$ cat config.mk
export PLATFORM = sky130hd
export DESIGN_NAME = clock_divider_bank
export DESIGN_NICKNAME = d
export VERILOG_FILES = /design/src/rtl/clock_divider_bank.sv
export SDC_FILE = /design/constraint.sdc
export NUM_CORES = 1
export LEC_CHECK = 0
export ABC_CLOCK_PERIOD_IN_PS = 1750
export CELL_PAD_IN_SITES_DETAIL_PLACEMENT = 0
export CELL_PAD_IN_SITES_GLOBAL_PLACEMENT = 1
export CORE_ASPECT_RATIO = 0.75
export CORE_MARGIN = 1
export CORE_UTILIZATION = 45
export CTS_CLUSTER_SIZE = 16
export DETAILED_ROUTE_END_ITERATION = 16
export DONT_BUFFER_PORTS = 1
export MAX_ROUTING_LAYER = met4
export PLACE_DENSITY_LB_ADDON = 0.1
export SLEW_MARGIN = 0
export SYNTH_ARGS = -nofsm -noshare
export SYNTH_HDL_FRONTEND = slang
export SYNTH_SLANG_ARGS = --single-unit
$ cat constraint.sdc
create_clock -name CLOCK_50 -period 1.75 [get_ports CLOCK_50]
set_input_delay 0.35 -clock CLOCK_50 [delete_from_list [all_inputs] [get_ports CLOCK_50]]
set_output_delay 0.35 -clock CLOCK_50 [all_outputs]
set_load 0.005 [all_outputs]
$ cat src/rtl/clock_divider_bank.sv
// ----------------------------------------------------------------------------
// clock_divider_bank
//
// Bank of NUM_CH independent clock-enable generators running off CLOCK_50.
// Each channel holds a programmable divisor and counts active cycles from 0 up
// to that divisor. On reaching it, the channel issues a one-cycle tick and
// restarts. In free-running mode clk_out toggles on every tick, giving a 50%
// duty square wave of period 2*(div+1). In one-shot mode the channel ticks once
// after being armed by a configuration write and then goes idle.
//
// Ports
//   CLOCK_50     in   system clock, rising edge
//   reset_n      in   asynchronous active-low reset
//   cfg_we       in   configuration write strobe (one cycle)
//   cfg_ch       in   [CH_W]       channel addressed by the write
//   cfg_div      in   [CNT_WIDTH]  new divisor
//   cfg_oneshot  in   write mode: 1 = one-shot, 0 = free-running
//   ch_enable    in   [NUM_CH]     per-channel run enable (level)
//   sync_clear   in   synchronous clear of counters and outputs
//   tick         out  [NUM_CH]     one-cycle strobe at terminal count
//   clk_out      out  [NUM_CH]     divided square wave
//   armed        out  [NUM_CH]     one-shot channel still pending
//
// All outputs are registered.
// ----------------------------------------------------------------------------
module clock_divider_bank #(
    parameter int NUM_CH      = 4,
    parameter int CNT_WIDTH   = 10,
    parameter int DEFAULT_DIV = 217,
    parameter int CH_W        = 2
) (
    input  logic                 CLOCK_50,
    input  logic                 reset_n,
    input  logic                 cfg_we,
    input  logic [CH_W-1:0]      cfg_ch,
    input  logic [CNT_WIDTH-1:0] cfg_div,
    input  logic                 cfg_oneshot,
    input  logic [NUM_CH-1:0]    ch_enable,
    input  logic                 sync_clear,
    output logic [NUM_CH-1:0]    tick,
    output logic [NUM_CH-1:0]    clk_out,
    output logic [NUM_CH-1:0]    armed
);

    for (genvar i = 0; i < NUM_CH; i++) begin : g_ch
        localparam logic [CH_W-1:0] CH_IDX = CH_W'(i);

        logic [CNT_WIDTH-1:0] div_q;
        logic [CNT_WIDTH-1:0] count_q;
        logic                 mode_q;
        logic                 tick_q;
        logic                 clk_q;
        logic                 armed_q;

        logic                 wr_hit;
        logic                 active;
        logic                 at_terminal;

        // Indices at or beyond NUM_CH never match any channel, so such
        // writes fall through with no effect.
        assign wr_hit      = cfg_we && (cfg_ch == CH_IDX);
        assign active      = ch_enable[i] && (!mode_q || armed_q);
        assign at_terminal = (count_q == div_q);

        always_ff @(posedge CLOCK_50 or negedge reset_n) begin
            if (!reset_n) begin
                div_q   <= CNT_WIDTH'(DEFAULT_DIV);
                mode_q  <= 1'b0;
                count_q <= '0;
                tick_q  <= 1'b0;
                clk_q   <= 1'b0;
                armed_q <= 1'b0;
            end else if (sync_clear) begin
                // A coincident write still updates the divisor and mode,
                // but the clear keeps the channel disarmed.
                count_q <= '0;
                tick_q  <= 1'b0;
                clk_q   <= 1'b0;
                armed_q <= 1'b0;
                if (wr_hit) begin
                    div_q  <= cfg_div;
                    mode_q <= cfg_oneshot;
                end
            end else if (wr_hit) begin
                // The write overrides a terminal count on the same cycle,
                // so no tick is issued. clk_out keeps its phase.
                div_q   <= cfg_div;
                mode_q  <= cfg_oneshot;
                count_q <= '0;
                tick_q  <= 1'b0;
                armed_q <= cfg_oneshot;
            end else if (active) begin
                if (at_terminal) begin
                    count_q <= '0;
                    tick_q  <= 1'b1;
                    if (mode_q) begin
                        armed_q <= 1'b0;
                    end else begin
                        clk_q <= ~clk_q;
                    end
                end else begin
                    count_q <= count_q + CNT_WIDTH'(1);
                    tick_q  <= 1'b0;
                end
            end else begin
                // Paused or finished: hold count and clk_out.
                tick_q <= 1'b0;
            end
        end

        assign tick[i]    = tick_q;
        assign clk_out[i] = clk_q;
        assign armed[i]   = armed_q;
    end

endmodule

==> results.toml <==
[setup_path]
slowest_stage = "dfstp_2"
cp_data_required_time_ns = 2.02
critPathLaunch = "g_ch[0].div_q[4]$_DFFE_PN1P_"
path_max_fanout = 3
critical_path_buf_inv_count = 0
setup.worst_path.start_class = "flop"
crit_path_max_incr_delay_ns = 0.54
path_cells = "xor2_1 > nor4_2 > nand4_1 > or4b_1 > a21oi_1"
critPathKind = "flop to flop"
regToRegSetupSlack_ns = -0.07
reg2reg_from = "g_ch[0].div_q[4]$_DFFE_PN1P_"
crit_arrival_ns = 2.09
cpLargestDelayFamily = "simple AND/OR/NAND/NOR gates"
cp-end-kind = "flop"

[clock_tree]
clk_pin_slew_worst_paths_ns = 0.07
cts_tree = "built"
root_buffer = "clkbuf_16"
cts_sinks = 96
cts_buffer_depth = 2
cts_buffers = 9
cts.htree.levels = 3
clk_latency_ns = 0.35

[final_layout]
final_layout_size_suffix_gt1_share_pct = 33.9
fill_cells = 918
area_growth_pct = 20.1
diodes = 0
final_nets = 557
final_cell_mix = "75 x dfrtp_1, 59 x buf_4, 47 x nand2_1"
utilization_pct = 57.0
layout_commonest_cell = "dfrtp_1"
design_area_um2 = 6000
regArea_um2 = 2430
multiInputGateArea_um2 = 2540

[route]
ant_nets = 0
wl_per_cell_um = 17.3
viasPerCell = 5.49
first_iter_violations = 166
wl_um = 11600
via_count = 3692
dr.pass1.iters = 5
drc = 0

[run]
drv_cap = 0

[global_route]
grt_pass1_vias = 3693
grt_max_degree = 97
grtUsageTotal_pct = 22.4
gr-total-overflow = 0
antenna_found_initial = 0
grt_pass1_wl_um = 18800

[floorplanning]
die_h_um = 93.3
io_pins = 33
die_x_um = 124
start_util_pct = 47.5
rows = 32
dieArea_um2 = 11500
core_area_um2 = 10500

[sta]
maxSlewHeadroom_pct = 62.4
tightestPinTransition_ns = 0.562
grt_setup_unrepaired = "true"
whs_ns = -0.302
maxSlewViolCount = 0
max_freq_ghz = 0.550
fin_worst_skew_ns = 0.00909
min_period_ns = 1.82
fin_crit_sh_pct = 104
hold_violations = 96
setup_viol = 3
worst_slack_ns = -0.0684

[synth]
postSynthNetCount = 512
netlist_instances = 487
yosys_warnings = 0
synthFlopType = "dfrtp_1"
synth_async_sr_flop_share_pct = 100
seq_area_frac_synth_pct = 48.6
postSynthAreaPerCell_um2 = 10.3
synth_edf_count = 0
ys_ff_latch = 96
synth_area_um2 = 5000
synthDistinctLibCells = 44

[power]
total_power_mw = 5.29
peakVddDrop_uv = 575
leakagePower_nw = 2.55
p_per_area_nw_per_um2 = 881

[placed_design]
dp.final_hpwl_um = 8040
placed_area_um2 = 5450
routabilityCongestion = 0.798
io_buffers = 0
dp_slack_ns = -0.135

[status]
violations = "hold timing, setup timing"
status = "complete, but fails checks"

[worst_hold_path]
hold_class = "input pin to asynchronous set/reset pin"
[area by class of cell]
type,count,area share [%]
tap,136,2.83
clock buffer,14,4.56
timing repair buffer,66,8.98
sequential,96,40.4
inverter,11,0.688
multi-input combinational,348,42.3
clock inverter,2,0.208
[where the power goes]
group / switching (mW) / total [mW] / internal, mW
Combinational: 0.351 / 0.730 / 0.379
Sequential: 0.158 / 2.65 / 2.50
Clock: 0.823 / 1.90 / 1.08
Total: 1.33 / 5.29 / 3.96
[metal layers]
| layer | vias up | share of wire (%) | global-route usage (%) |
|---|---|---|---|
| met5 | - | 0 | - |
| met4 | 0 | 1.1 | 6.33 |
| met3 | 11 | 3.9 | 4.88 |
| met2 | 55 | 46 | 33.4 |
| met1 | 1827 | 49 | 30.8 |
| li1 | 1799 | - | - |
[synthesized netlist by cell type (3+ instances only)]
library cell  instances  area, um2
dfrtp_1              76       1900
nand2_1              50        188
mux2_2               43        484
xor2_1               38        333
nand3_1              30        150
a21oi_1              20        100
dfstp_2              20        526
nor2_1               18       67.6
nor3_1               18       90.1
clkbuf_1             16       60.1
o21ai_0              16       80.1
xnor2_1              16        140
buf_4                12       90.1
a31oi_1              11       68.8
inv_1                11       41.3
nand4_1              10       62.6
nor4_1               10       62.6
nor2b_1               9       56.3
a211oi_1              8       60.1
and3_1                7       43.8
nor3b_1               5       37.5
ha_1                  4       50.1
nand2b_1              4       25.0
or4_1                 4       30.0
nand3b_1              3       22.5
[through the flow]
| stage | TNS (ns) | instances |
|---|---|---|
| 5_1_grt | -1.22 | 673 |
| 3_5_place_dp | -1.14 | 649 |
| 4_1_cts | -0.241 | 666 |
| 6_report | -0.116 | 673 |
| 3_3_place_gp | -0.647 | 649 |
| 2_1_floorplan | 0 | 487 |
[what timing repair did]
| action | CTS | global route |
|---|---|---|
| setup buffers | 2 | 7 |
| hold endpoints to repair | 96 | 96 |
| setup endpoints to repair | 18 | 38 |
| pin swaps | 10 | 25 |
| resized for setup | 9 | 38 |
[state kept, by name (all words and copies together), names as in the netlist]
signal and flops:
g_ch.div_q 40, g_ch.count_q 40, g_ch.mode_q 4, g_ch.armed_q 4, g_ch.clk_q 4, g_ch.tick_q 4
[kinds of logic (layout without fill, tap and decap cells)]
group	after synthesis	count (layout)	share of synthesized area, %
buffers and inverters	43	93	4.48
adders and majority gates	4	4	1.00
AOI/OAI and AO/OA	68	68	8.34
xor gates and xnor gates	54	54	9.46
DFF	96	96	48.6
and+or+nand+nor	179	179	18.5
muxes	43	43	9.69
[final timing paths]
check,end,cells past startpoint
worst max-delay path,g_ch[0].clk_q$_DFFE_PN0P_,5
worst min-delay path,g_ch[1].count_q[8]$_DFFE_PN0P_,0
worst max register to register,g_ch[0].clk_q$_DFFE_PN0P_,5
worst min register to register,g_ch[2].mode_q$_DFFE_PN0P_,2
max in group asynchronous,g_ch[3].div_q[0]$_DFFE_PN1P_,0
min in group CLOCK_50,g_ch[1].clk_q$_DFFE_PN0P_,1
No activity file was read; power rests on OpenSTA's default activity.
